$ cat config.mk
export PLATFORM = sky130hd
export DESIGN_NAME = seq_shift_add_mul
export DESIGN_NICKNAME = d
export VERILOG_FILES = /design/src/rtl/seq_shift_add_mul_pkg.sv /design/src/rtl/mul_sign_abs.sv /design/src/rtl/seq_shift_add_mul.sv
export SDC_FILE = /design/constraint.sdc
export NUM_CORES = 1
export LEC_CHECK = 0
export ABC_AREA = 1
export CAP_MARGIN = 20
export CORE_UTILIZATION = 35
export DETAILED_ROUTE_END_ITERATION = 6
export PLACE_DENSITY = 0.54
export SLEW_MARGIN = 30
export SYNTH_ARGS = -nofsm -noshare
export SYNTH_HDL_FRONTEND = slang
export SYNTH_SLANG_ARGS = --single-unit
$ cat constraint.sdc
create_clock -name clk -period 2.2 [get_ports clk]
set_input_delay 0.44 -clock clk [delete_from_list [all_inputs] [get_ports clk]]
set_output_delay 0.44 -clock clk [all_outputs]
set_load 0.01 [all_outputs]
$ cat src/rtl/seq_shift_add_mul_pkg.sv
// Shared definitions for the sequential shift-add multiplier.
// State encodings are common to the other sequential multipliers and dividers.
package seq_shift_add_mul_pkg;

    typedef enum logic [1:0] {
        StIdle = 2'd0,
        StCalc = 2'd1,
        StFix  = 2'd2,
        StDone = 2'd3
    } mul_state_e;

endpackage

$ cat src/rtl/mul_sign_abs.sv
// Conditional two's-complement negate: res = neg ? -val : val.
// Gives |x| when neg is the sign bit, or applies the product sign.
module mul_sign_abs #(
    parameter int unsigned WIDTH = 8
) (
    input  logic [WIDTH-1:0] val,
    input  logic             neg,
    output logic [WIDTH-1:0] res
);

    assign res = neg ? -val : val;

endmodule

$ cat src/rtl/seq_shift_add_mul.sv
// Radix-2 sequential shift-add multiplier, signed/unsigned at runtime, fixed WIDTH+1 cycle latency.
// Valid/ready on both sides; the product is held in out until the next operation completes.
module seq_shift_add_mul
    import seq_shift_add_mul_pkg::*;
#(
    parameter  int unsigned WIDTH = 8,
    localparam int unsigned CNT_W = $clog2(WIDTH + 1)
) (
    input  logic               clk,
    input  logic               rst_n,
    input  logic               in_valid,
    output logic               in_ready,
    input  logic [WIDTH-1:0]   a,
    input  logic [WIDTH-1:0]   b,
    input  logic               signed_mode,
    output logic               out_valid,
    input  logic               out_ready,
    output logic [2*WIDTH-1:0] out
);

    mul_state_e state_q, state_d;

    logic [2*WIDTH-1:0] mcand_q;
    logic [WIDTH-1:0]   mplier_q;
    logic [2*WIDTH-1:0] acc_q;
    logic [CNT_W-1:0]   cnt_q;
    logic               neg_q;
    logic               mode_q;
    logic [2*WIDTH-1:0] out_q;

    logic [WIDTH-1:0]   a_mag;
    logic [WIDTH-1:0]   b_mag;
    logic [2*WIDTH-1:0] prod;
    logic               last_iter;

    mul_sign_abs #(.WIDTH(WIDTH)) u_abs_a (
        .val (a),
        .neg (signed_mode & a[WIDTH-1]),
        .res (a_mag)
    );

    mul_sign_abs #(.WIDTH(WIDTH)) u_abs_b (
        .val (b),
        .neg (signed_mode & b[WIDTH-1]),
        .res (b_mag)
    );

    mul_sign_abs #(.WIDTH(2 * WIDTH)) u_neg_prod (
        .val (acc_q),
        .neg (mode_q & neg_q),
        .res (prod)
    );

    assign last_iter = (cnt_q == CNT_W'(WIDTH - 1));

    always_ff @(posedge clk) begin
        if (!rst_n) begin
            state_q <= StIdle;
        end else begin
            state_q <= state_d;
        end
    end

    always_comb begin
        state_d = state_q;
        unique case (state_q)
            StIdle:  if (in_valid)  state_d = StCalc;
            StCalc:  if (last_iter) state_d = StFix;
            StFix:                  state_d = StDone;
            StDone:  if (out_ready) state_d = StIdle;
            default:                state_d = StIdle;
        endcase
    end

    always_comb begin
        in_ready  = (state_q == StIdle);
        out_valid = (state_q == StDone);
        out       = out_q;
    end

    // Multiplicand is shifted in place each iteration, equivalent to mcand << cnt.
    always_ff @(posedge clk) begin
        if (!rst_n) begin
            mcand_q  <= '0;
            mplier_q <= '0;
            acc_q    <= '0;
            cnt_q    <= '0;
            neg_q    <= 1'b0;
            mode_q   <= 1'b0;
            out_q    <= '0;
        end else begin
            case (state_q)
                StIdle: begin
                    if (in_valid) begin
                        mode_q   <= signed_mode;
                        mcand_q  <= {{WIDTH{1'b0}}, a_mag};
                        mplier_q <= b_mag;
                        neg_q    <= signed_mode & (a[WIDTH-1] ^ b[WIDTH-1]);
                        acc_q    <= '0;
                        cnt_q    <= '0;
                    end
                end
                StCalc: begin
                    if (mplier_q[0]) begin
                        acc_q <= acc_q + mcand_q;
                    end
                    mcand_q  <= mcand_q << 1;
                    mplier_q <= mplier_q >> 1;
                    cnt_q    <= cnt_q + CNT_W'(1);
                end
                StFix: begin
                    out_q <= prod;
                end
                default: begin
                end
            endcase
        end
    end

endmodule
== Yosys cells after proc, flatten, opt, wreduce, memory -nomap -nowiden ==
Index checks and enable logic that the tools add are counted.
Widths: inputs -> output; s select.

* RAM bits: 0
* Bits in registers: 64
* Word-level logic and storage cells: 48
* Memories: 0
* Input port bits: 21
* Latch bits: 0
* Output and inout bits: 18
* Bits in read-only memories: 0

* Add/subtract/negate cells: 5
* Order comparisons: 0
* Multiply operators: 0
* Reductions and logical operators: 6
* Div/mod/pow operators: 0
* Shift operators: 0
* Equal/unequal tests: 8
* Bitwise logic cells: 5
* Multiplexer cells: 16

{| class="wikitable"
|+ Operator list
! operator !! count
|-
| $mux 16 || 4
|-
| $pmux 16 s2 || 2
|-
| $mux 8 || 3
|-
| $add 16x16->16 || 1
|-
| $neg 16->16 || 1
|-
| $neg 8->8 || 2
|-
| $pmux 8 s2 || 1
|-
| $pmux 2 s4 || 1
|-
| $pmux 4 s2 || 1
|-
| $mux 2 || 3
|-
| $ne 2x2->1 const B || 3
|-
| $reduce_and 3->1 || 2
|-
| $add 4x1->4 const B || 1
|-
| $and 1x1->1 || 4
|-
| $eq 2x2->1 const B || 2
|-
| $eq 4x3->1 const B || 1
|-
| $mux 4 || 1
|-
| $reduce_and 2->1 || 2
|-
| $eq 2x1->1 const B || 1
|-
| $logic_not 2->1 || 1
|-
| $ne 2x1->1 const B || 1
|-
| $reduce_bool 2->1 || 1
|-
| $xor 1x1->1 || 1
|}

== Logic depth before layout (Yosys ltp) ==
Gate-level depths: netlist of the first run.

* Word-level depth: 4
* Gate-level depth with buffers: 11
* Mapped depth without buffers: 11

== Hierarchy ==
A second synthesis of the first run with hierarchy kept.

* Cells, all modules: 681
* Area total of the unflattened synthesis: 4309.1 µm²

{| class="wikitable"
|+ Modules (own cells, without submodules)
! module !! times used !! cells each !! seq. area each (µm²) !! area an instance (µm²)
|-
| seq_shift_add_mul || 1 || 509 || 1281.2 || 3434.5
|-
| mul_sign_abs at u_neg_prod || 1 || 94 || 0.0 || 484.2
|-
| mul_sign_abs at u_abs_a ... || 2 || 39 || 0.0 || 195.2
|}

== Least setup slack after synthesis of the first run ==
Ideal clock, no wire load.

* Kind: reg2reg
* Start point: reg mcand_q[0]
* End point: reg acc_q[8]
* Arrival time: 1615 ps
* Cell stages (with the launch flop): 11
* Required time: 2068 ps
* Setup slack: 453 ps
* Setup time: 132 ps
* Path buffers: 0
* Clock period less this slack: 1747 ps
* Cells stage by stage: dfxtp_1 > ha_1 > inv_1 > fa_1 > inv_1 > nand3_1 > nand3_1 > a21oi_1 > or2_2 > nand3_1 > a21oi_1

* Word-level cells in the longest chain between the ends: 3

{| class="wikitable"
|+ Ends and longest elaborated chain
! item !! RTL line !! source
|-
| start: declaration || seq_shift_add_mul.sv:23 || <nowiki>logic [2*WIDTH-1:0] mcand_q;</nowiki>
|-
| start signal: assignment || seq_shift_add_mul.sv:96 || <nowiki>mcand_q <= {{WIDTH{1'b0}}, a_mag};</nowiki>
|-
| start signal: assignment || seq_shift_add_mul.sv:107 || <nowiki>mcand_q <= mcand_q << 1;</nowiki>
|-
| $add 16x16->16 || seq_shift_add_mul.sv:105 || <nowiki>acc_q <= acc_q + mcand_q;</nowiki>
|-
| $mux 16 || seq_shift_add_mul.sv:104 || <nowiki>if (mplier_q[0]) begin</nowiki>
|-
| $pmux 16 s2 || seq_shift_add_mul.sv:92 || <nowiki>case (state_q)</nowiki>
|-
| end signal: assignment || seq_shift_add_mul.sv:105 ||
|-
| end: declaration || seq_shift_add_mul.sv:25 || <nowiki>logic [2*WIDTH-1:0] acc_q;</nowiki>
|}

Every way passes these cells. The select of a mux whose other input is x is not followed.
A chain may end at the register's enable or synchronous reset.

== Worst setup path after layout of the first run ==
* Start point: reg state_q[0]
* End point: out in_ready

* Word-level cells in the longest chain between the ends: 1

{| class="wikitable"
|+ Ends and longest elaborated chain
! item !! RTL line !! source
|-
| start: declaration || seq_shift_add_mul.sv:21 || <nowiki>mul_state_e state_q, state_d;</nowiki>
|-
| start signal: assignment || seq_shift_add_mul.sv:58 || <nowiki>state_q <= StIdle;</nowiki>
|-
| start signal: assignment || seq_shift_add_mul.sv:60 || <nowiki>state_q <= state_d;</nowiki>
|-
| $logic_not 2->1 || seq_shift_add_mul.sv:76 || <nowiki>in_ready = (state_q == StIdle);</nowiki>
|-
| end: declaration || seq_shift_add_mul.sv:12 || <nowiki>output logic in_ready,</nowiki>
|}

Every way passes these cells.

==> results of run 1 <==
cell type report:
cell class / count / area [sq um] / share of cell area, %
Inverter: 85 / 319.1 / 6.456
Clock inverter: 4 / 45.04 / 0.9114
Multi-Input combinational cell: 486 / 2442 / 49.42
Tap cell: 143 / 178.9 / 3.620
Sequential cell: 64 / 1281 / 25.92
Timing Repair Buffer: 45 / 432.9 / 8.759
Clock buffer: 11 / 242.7 / 4.911
synthesized netlist by cell type, drive strengths merged (4+ instances only):
cell type  count  area, sq um
buf            9        56.30
o21ai         36        195.2
dfxtp         64         1281
nand2        188        715.7
clkbuf        12        45.04
nand4          4        25.02
a21oi         70        350.3
nor3          10        50.05
inv           84        315.3
nor2          71        266.5
or2            7        43.80
ha            23        287.8
o211ai         7        52.55
xor2           7        61.31
nand3         42        210.2
cell usage in the layout (no fill, tap or decap), types with 3 or more instances in the layout:
cell / count
or2_2: 5
inv_2: 6
dfxtp_1: 64
nand2_1: 184
nand2_2: 4
o211ai_1: 7
xor2_1: 7
ha_1: 23
buf_4: 7
clkdlybuf4s50_1: 38
inv_1: 78
o21ai_2: 4
nor3_1: 10
o21ai_1: 9
nor2_1: 71
nand4_1: 4
nand3_1: 42
clkbuf_16: 9
o21ai_0: 23
a21oi_1: 70
clkinv_2: 3
path summary, 6_finish.rpt:
path | from | to | slack, ns | cells after the start
worst max-delay path | state_q[0] | in_ready | 0.15 | 3
worst min-delay path | mplier_q[5] | mplier_q[5] | 0.47 | 2
worst max register to register | mcand_q[0] | acc_q[8] | 0.28 | 10
worst min register to register | mplier_q[5] | mplier_q[5] | 0.47 | 2
state kept, by name (all words and copies together), names as in the netlist:
register	count
acc_q	16
neg_q	1
mplier_q	8
mode_q	1
mcand_q	16
state_q	2
cnt_q	4
out	16
layer usage:
layer	vias up	routed length (um)	GRT usage, %	share of wire [%]
met1	1796	5340	25.03	51
li1	2192	-	-	-
met4	0	134	5.156	1.3
met3	13	459	3.280	4.4
met2	69	4522	28.78	43
met5	-	0	0	0
power breakdown:
group	switching [mW]	leakage (nW)	internal, mW
Sequential	0.167	0.522	1.41
Clock	0.499	0.145	0.895
Combinational	1.24	1.65	0.791
metrics by stage:
stage | instances | power (mW)
floorplan | 656 | 3.015
global placement | 823 | 3.617
detailed placement | 823 | 3.650
CTS | 838 | 5.064
global route | 838 | 5.448
finish | 838 | 5.005
worst reg2reg max path, delay by kind of cell (launching register included):
family          cells  cell delay (ns)
buf+inv             2             0.17
simple gates        4             0.56
compound gates      2             0.16
flops               1             0.37
fa+ha+maj           2             0.54
cell families (layout without fill, tap and decap cells):
logic type | after synthesis | count (layout)
buffers and inverters | 106 | 145
and+or+nand+nor | 327 | 327
xor gates and xnor gates | 9 | 9
adders and majority gates | 24 | 24
DFF | 64 | 64
AOI/OAI and AO/OA | 126 | 126
==> results.sh, run 1 <==
export IMPL_layout_nets=736
export IMPL_die_h_um=110.8
export IMPL_vias_per_cell=4.857
export IMPL_hold_path_class="flop to flop"
export IMPL_crit_path_start_kind="flop"
export IMPL_synth_top_family_by_area="simple AND/OR/NAND/NOR gates"
export IMPL_grt_pass1_vias=3782
export IMPL_slew_headroom_pct=43.53
export IMPL_min_period_over_period_pct=93.28
export IMPL_setup_ws_ns=0.1478
export IMPL_antenna_found_initial=0
export IMPL_gp_congestion=0.8512
export IMPL_rsz0062_at_grt="false"
export IMPL_ys_warn_count=0
export IMPL_cp_num_buf_inv=2
export IMPL_cts_root_buf="clkbuf_16"
export IMPL_pre_cts_slack_ns=0.09400
export IMPL_clkLatencyLatePin_ns=0.33
export IMPL_cts_tree="built"
export IMPL_syn_nets=701
export IMPL_vias=4070
export IMPL_crit_family="buffers and inverters"
export IMPL_drt_pass1_iter_count=4
export IMPL_finalHoldViolations=0
export IMPL_dp_hpwl_um=7894
export IMPL_dieWidth_um=110.8
export IMPL_ys_ff_latch=64
export IMPL_max_stage_delay_ns=0.58
export IMPL_diodes=0
export IMPL_ir_worst_vdd_v=0.0007678
export IMPL_synthMuxAreaShare_pct=0
export IMPL_power_leakage_nw=2.317
export IMPL_synth_ff_type="dfxtp_1"
export IMPL_clkSlewWorstSetupHoldPaths_ns=0.05
export IMPL_tns_ns=0
export IMPL_fillers=1235
export IMPL_synth_xor_area_share_pct=1.902
export IMPL_grt_pass1_wl_um=18190
export IMPL_synthAdderAreaFrac_pct=7.428
export IMPL_timing_hold_ws_ns=0.4662
export IMPL_netlist_instances=656
export IMPL_utilization_pct=43.10
export IMPL_drive_above_1_share_pct=6.187
export IMPL_cpMaxStageDelayCell="clkdlybuf4s50_1"
export IMPL_io_pins=39
export IMPL_critPathCaptureType="output port"
export IMPL_wl_per_cell_um=12.48
export IMPL_initial_core_util_pct=36.14
export IMPL_synth_cell_types=40
export IMPL_htree_num_levels=3
export IMPL_crit_chain="inv_1, ha_1, clkdlybuf4s50_1"
export IMPL_worst_pin_slew_ns=0.8439
export IMPL_place_area_sq_um=4654
export IMPL_post_cts_buffers=0
export IMPL_worstSetupPathType="flop to output port"
export IMPL_final_cell_area_sq_um=4942
export IMPL_cts_inserted_buffers=9
export IMPL_maxCapViolCount=0
export IMPL_synth_edff_count=0
export IMPL_grt_ovfl_total=0
export IMPL_portBuffers=38
export IMPL_die_area_sq_um=12280
export IMPL_clockBufferDepth=2
export IMPL_finalMaxSlewViolations=0
export IMPL_first_iter_violations=276
export IMPL_ys_seq_area_share_pct=30.92
export IMPL_powerDensity_nw_per_um2=1013
export IMPL_syn_avg_cell_area_sq_um=6.317
export IMPL_cp_required_ns=1.76
export IMPL_fin_skew_ns=0.004157
export IMPL_fin_crit_ns=2.052
export IMPL_grt_use_total_pct=18.12
export IMPL_worstPathArrival_ns=1.61
export IMPL_synth_compound_area_share_pct=17.00
export IMPL_outcome="finished clean"
export IMPL_synth_simple_area_share_pct=32.61
export IMPL_synth_area_sq_um=4144
export IMPL_wirelength_um=10460
export IMPL_std_cell_rows=39
export IMPL_ctsResizeCount=0
export IMPL_clock_sinks=64
export IMPL_synthArstFlopShare_pct=0
export IMPL_grt_max_degree=45
export IMPL_drc_errors=0
export IMPL_setup_viol=0
export IMPL_areaGrowthSynthToFinish_pct=19.26
export IMPL_fp_coreArea_sq_um=11470
export IMPL_timing_fmax_mhz=487.3
export IMPL_cts_hold_buffers=0
export IMPL_critPathMaxFanout=5
export IMPL_drtAntennaViolNets=0
Note: power is estimated with default switching activity, not from simulation.
==> run 2: changes to the inputs <==
- CELL_PAD_IN_SITES_DETAIL_PLACEMENT: not set -> 1
- CELL_PAD_IN_SITES_GLOBAL_PLACEMENT: not set -> 1
- PLACE_DENSITY: 0.54 -> 0.72
- SETUP_SLACK_MARGIN: not set -> 0.3
==> run 2 against run 1 <==
Critical path depth increased by 5. Highest routed layer unchanged. Worst hold slack better by 0.0061 ns. Critical endpoint is now state_q[0]. Combinational power increased by 16%.
==> results.sh, run 2 (synthesis gave the netlist of run 1 again) <==
export IMPL_clockBufferDepth=2
export IMPL_clockPowerShare_pct=26.6
export IMPL_die_h_um=110.8
export IMPL_fin_crit_ns=1.802
export IMPL_vias_per_cell=5.127
export IMPL_slew_headroom_pct=65.88
export IMPL_whs_path_depth=2
export IMPL_clkLatencyLatePin_ns=0.33
export IMPL_cts_tree="built"
export IMPL_clkSlewWorstSetupHoldPaths_ns=0.06
export IMPL_finalMaxSlewViolations=0
export IMPL_critPathCaptureType="flop"
export IMPL_layout_nets=746
export IMPL_grt_pass1_vias=4427
export IMPL_p_sw_mw=2.123
export IMPL_clock_sinks=64
export IMPL_utilization_pct=44.75
export IMPL_cts_root_buf="clkbuf_16"
export IMPL_timing_fmax_mhz=555.0
export IMPL_final_cells=848
export IMPL_std_cell_rows=39
export IMPL_critPathMaxFanout=15
export IMPL_p_int_mw=3.289
export IMPL_drtAntennaViolNets=0
export IMPL_ir_worst_vdd_v=0.0006959
export IMPL_crit_path_start_kind="flop"
export IMPL_die_area_sq_um=12280
export IMPL_drc_errors=0
export IMPL_rsz0062_at_grt="true"
export IMPL_wirelength_um=12470
export IMPL_areaGrowthSynthToFinish_pct=23.82
export IMPL_switching_share_pct=39.23
export IMPL_power_leakage_nw=2.400
export IMPL_hold_path_class="flop to flop"
export IMPL_tns_ns=0
export IMPL_io_pins=39
export IMPL_finalHoldViolations=0
export IMPL_final_cell_mix="nand2_1 (184), inv_1 (76), nor2_1 (71)"
export IMPL_htree_num_levels=3
export IMPL_dp_hpwl_um=9230
export IMPL_worst_pin_slew_ns=0.5118
export IMPL_worstSetupPathType="flop to flop"
export IMPL_drt_pass1_iter_count=4
export IMPL_combPwrFrac_pct=43.6
export IMPL_reg2regPathDepth=8
export IMPL_gp_congestion=0.8196
export IMPL_vias=4348
export IMPL_diodes=0
export IMPL_grt_ovfl_total=0
export IMPL_min_period_over_period_pct=81.89
export IMPL_final_common_cell="nand2_1"
export IMPL_dieWidth_um=110.8
export IMPL_setup_viol=0
export IMPL_antenna_found_initial=0
export IMPL_initial_core_util_pct=36.14
export IMPL_drive_above_1_share_pct=9.645
export IMPL_first_iter_violations=199
export IMPL_worstPathArrival_ns=2.01
export IMPL_fillers=1510
export IMPL_dp_cells=827
export IMPL_powerDensity_nw_per_um2=1055
export IMPL_fp_coreArea_sq_um=11470
export IMPL_fin_skew_ns=0.004844
export IMPL_p_seq_share_pct=29.8
export IMPL_portBuffers=38
export IMPL_wl_per_cell_um=14.70
export IMPL_cts_inserted_buffers=9
export IMPL_grt_max_degree=45
export IMPL_cp_required_ns=2.41
export IMPL_grt_pass1_wl_um=21180
export IMPL_outcome="finished clean"
export IMPL_maxCapViolCount=0
export IMPL_finalPower_mw=5.412
export IMPL_grt_use_total_pct=21.21
## run 2: cell count changes in the layout (fill, tap and decap cells not counted), moves of 3 or more
| cell | before | now |
|---|---|---|
| ha_1 | 23 | 19 |
| dfxtp_1 | 64 | 57 |
| dfxtp_2 | 0 | 6 |
| ha_4 | 0 | 3 |
| buf_4 | 7 | 15 |
## run 2: critical path: stages (launching register included)
cell,delay [ns]
dfxtp_2,0.34
inv_1,0.13
ha_1,0.24
inv_4,0.11
buf_4,0.20
a31oi_1,0.28
nor2_1,0.14
o21ai_0,0.19
a21oi_1,0.06
## run 2: final timing paths
path / slack (ns) / startpoint / to
worst min register to register: 0.47 / mplier_q[7] / mplier_q[7]
worst min-delay path: 0.47 / mplier_q[7] / mplier_q[7]
worst max-delay path: 0.40 / state_q[1] / state_q[0]
worst max register to register: 0.40 / state_q[1] / state_q[0]
## run 2: final cells by class
type | instances | area (sq um) | area share (%)
multi-input cells | 486 | 2509 | 48.89
flip-flops and latches | 64 | 1292 | 25.19
repair buffers | 55 | 538.0 | 10.49
inverters | 85 | 324.1 | 6.316
clock buffers | 12 | 246.5 | 4.804
well taps | 143 | 178.9 | 3.487
clock inverters | 3 | 42.54 | 0.8291
## run 2: layer usage
metal | global-route usage, % | part of all wire [%]
met1 | 28.04 | 50
met2 | 35.69 | 46
met3 | 3.226 | 2.2
met4 | 6.044 | 1.4
met5 | 0 | 0
## run 2: power by group through the flow
stage                     Clock (mW)  Combinational, mW  Sequential, mW
after CTS                       1.46               2.22            1.60
after global routing            1.51               2.63            1.64
after global placement             0               2.07            1.60
after detailed placement           0               2.14            1.62
after floorplan                    0               1.41            1.61
final                           1.44               2.36            1.61
## run 2: stage by stage
stage                     setup slack (ns)  hold WS, ns  instance area (sq um)
final                               0.3984       0.4723                   5131
after global routing                0.2243       0.4987                   5131
after CTS                           0.2325       0.4761                   5025
after detailed placement           0.06600       0.4671                   4697
after global placement              0.1049       0.4548                   4697
after floorplan                     0.4526       0.4446                   4144
## run 2: what timing repair did
item,CTS,global route
endpoints found under the setup margin,22,26
hold buffers,0,0
setup buffers,0,6
resized for setup,10,17
pin swaps,0,1
==> run 3: changes to the inputs <==
- clock period: 2.2 -> 1.86 ns (I/O delays scaled with it)
==> run 3 against run 2 <==
Sequential power increased by 23%. Wire length increased by 23%. First-iteration DRC count decreased by 19%. Clock power increased by 13%. Power increased by 40%. Die area unchanged. Count of clock-buffer cells in the layout decreased by 3.
==> results.sh, run 3 (synthesis gave the netlist of run 1 again) <==
export IMPL_clkSlewWorstSetupHoldPaths_ns=0.07
export IMPL_cts_root_buf="clkbuf_16"
export IMPL_worst_pin_slew_ns=0.4139
export IMPL_pre_cts_slack_ns=-0.01626
export IMPL_portBuffers=38
export IMPL_slew_headroom_pct=72.41
export IMPL_grt_max_degree=34
export IMPL_p_sw_mw=3.188
export IMPL_fin_skew_ns=0.01070
export IMPL_worstSetupPathType="flop to flop"
export IMPL_vias_per_cell=5.236
export IMPL_grt_ovfl_total=0
export IMPL_grt_pass1_wl_um=23370
export IMPL_rsz0062_at_grt="true"
export IMPL_p_int_mw=4.386
export IMPL_clkLatencyLatePin_ns=0.35
export IMPL_wl_per_cell_um=17.33
export IMPL_cts_tree="built"
export IMPL_outcome="finished clean"
export IMPL_diodes=0
export IMPL_drive_above_1_share_pct=26.22
export IMPL_setup_viol=0
export IMPL_powerDensity_nw_per_um2=1285
export IMPL_io_pins=39
export IMPL_busiest_layer="met2"
export IMPL_drc_errors=0
export IMPL_std_cell_rows=39
export IMPL_cts_inserted_buffers=9
export IMPL_place_area_sq_um=4846
export IMPL_hold_path_class="input port to flop"
export IMPL_switching_share_pct=42.09
export IMPL_critPathCaptureType="flop"
export IMPL_clock_sinks=64
export IMPL_final_cell_area_sq_um=5893
export IMPL_finalPower_mw=7.575
export IMPL_fin_crit_ns=1.741
export IMPL_setup_ws_ns=0.1189
export IMPL_dieWidth_um=110.8
export IMPL_layout_nets=780
export IMPL_areaGrowthSynthToFinish_pct=42.21
export IMPL_fp_coreArea_sq_um=11470
export IMPL_crit_path_start_kind="flop"
export IMPL_drt_pass1_iter_count=4
export IMPL_die_h_um=110.8
export IMPL_antenna_found_initial=0
export IMPL_fillers=1464
export IMPL_grt_use_total_pct=24.01
export IMPL_p_seq_share_pct=26.2
export IMPL_clockPowerShare_pct=21.5
export IMPL_cp_required_ns=2.08
export IMPL_ir_worst_vdd_v=0.001171
export IMPL_grtUsageMet3_pct=3.226
export IMPL_clockBufferDepth=2
export IMPL_critPathMaxFanout=4
export IMPL_drtAntennaViolNets=0
export IMPL_first_iter_violations=162
export IMPL_min_period_over_period_pct=93.61
export IMPL_final_cells=883
export IMPL_finalMaxSlewViolations=0
export IMPL_gp_congestion=0.8248
export IMPL_combPwrFrac_pct=52.3
export IMPL_gr_usage_met1_pct=27.20
export IMPL_grt_use_met2_pct=44.47
export IMPL_wirelength_um=15310
export IMPL_die_area_sq_um=12280
export IMPL_worstPathArrival_ns=1.96
export IMPL_finalHoldViolations=0
export IMPL_dp_cells=840
export IMPL_timing_fmax_mhz=574.4
export IMPL_power_leakage_nw=2.699
export IMPL_timing_hold_ws_ns=0.3830
export IMPL_vias=4623
export IMPL_maxCapViolCount=0
export IMPL_grt_pass1_vias=4789
export IMPL_htree_num_levels=3
export IMPL_initial_core_util_pct=36.14
export IMPL_final_cell_mix="nand2_1 (168), inv_1 (71), nor2_1 (63)"
export IMPL_final_common_cell="nand2_1"
export IMPL_dp_hpwl_um=10050
run 3: path summary, 6_finish.rpt:
path                endpoint  slack, ns  startpoint  cells after the start
hold reg to reg       out[1]       0.48      out[1]                      2
setup reg to reg    acc_q[8]       0.12    acc_q[0]                     10
hold / removal    mcand_q[0]       0.38        a[0]                      3
setup / recovery    acc_q[8]       0.12    acc_q[0]                     10
run 3: timing repair:
item,CTS,global route
pin swaps,15,16
setup endpoints to repair,63,56
hold buffers,0,0
gates resized for setup,90,86
gates cloned,2,3
setup buffers,10,12
run 3: layout make-up:
class,count,area (sq um),area share (%)
Timing Repair Buffer,86,830.8,14.10
Multi-Input combinational cell,487,2904,49.28
Timing Repair inverter,2,20.02,0.3397
Clock inverter,7,55.05,0.9342
Tap cell,143,178.9,3.036
Sequential cell,64,1335,22.65
Clock buffer,9,225.2,3.822
Inverter,85,344.1,5.839
run 3: power by group through the flow:
stage                     Sequential [mW]  Clock [mW]  Combinational (mW)
final                                1.98        1.63                3.96
after global routing                 2.02        1.71                4.26
after CTS                            1.94        1.64                3.08
after detailed placement             1.92           0                2.70
after global placement               1.90           0                2.61
after floorplan                      1.91           0                1.68
run 3: worst max-delay path: stages, from the launching register on:
cell	delay, ns
dfxtp_4	0.36
ha_4	0.15
inv_2	0.05
fa_2	0.35
inv_2	0.09
nand3_2	0.10
nand3_4	0.09
a21oi_2	0.08
or2_4	0.24
nand3_2	0.05
a21oi_1	0.06
run 3: per-layer routing:
| layer | vias up | share of wire, % |
|---|---|---|
| met5 | - | 0 |
| met4 | 0 | 3.8 |
| met3 | 38 | 2.4 |
| met2 | 80 | 53 |
| met1 | 2222 | 41 |
| li1 | 2283 | - |
run 3: through the flow:
stage | utilization, % | TNS (ns)
after floorplan | - | 0
after global placement | 42.26 | 0
after detailed placement | 42.26 | -0.08044
after CTS | 47.79 | 0
after global routing | 51.39 | 0
final | 51.39 | 0
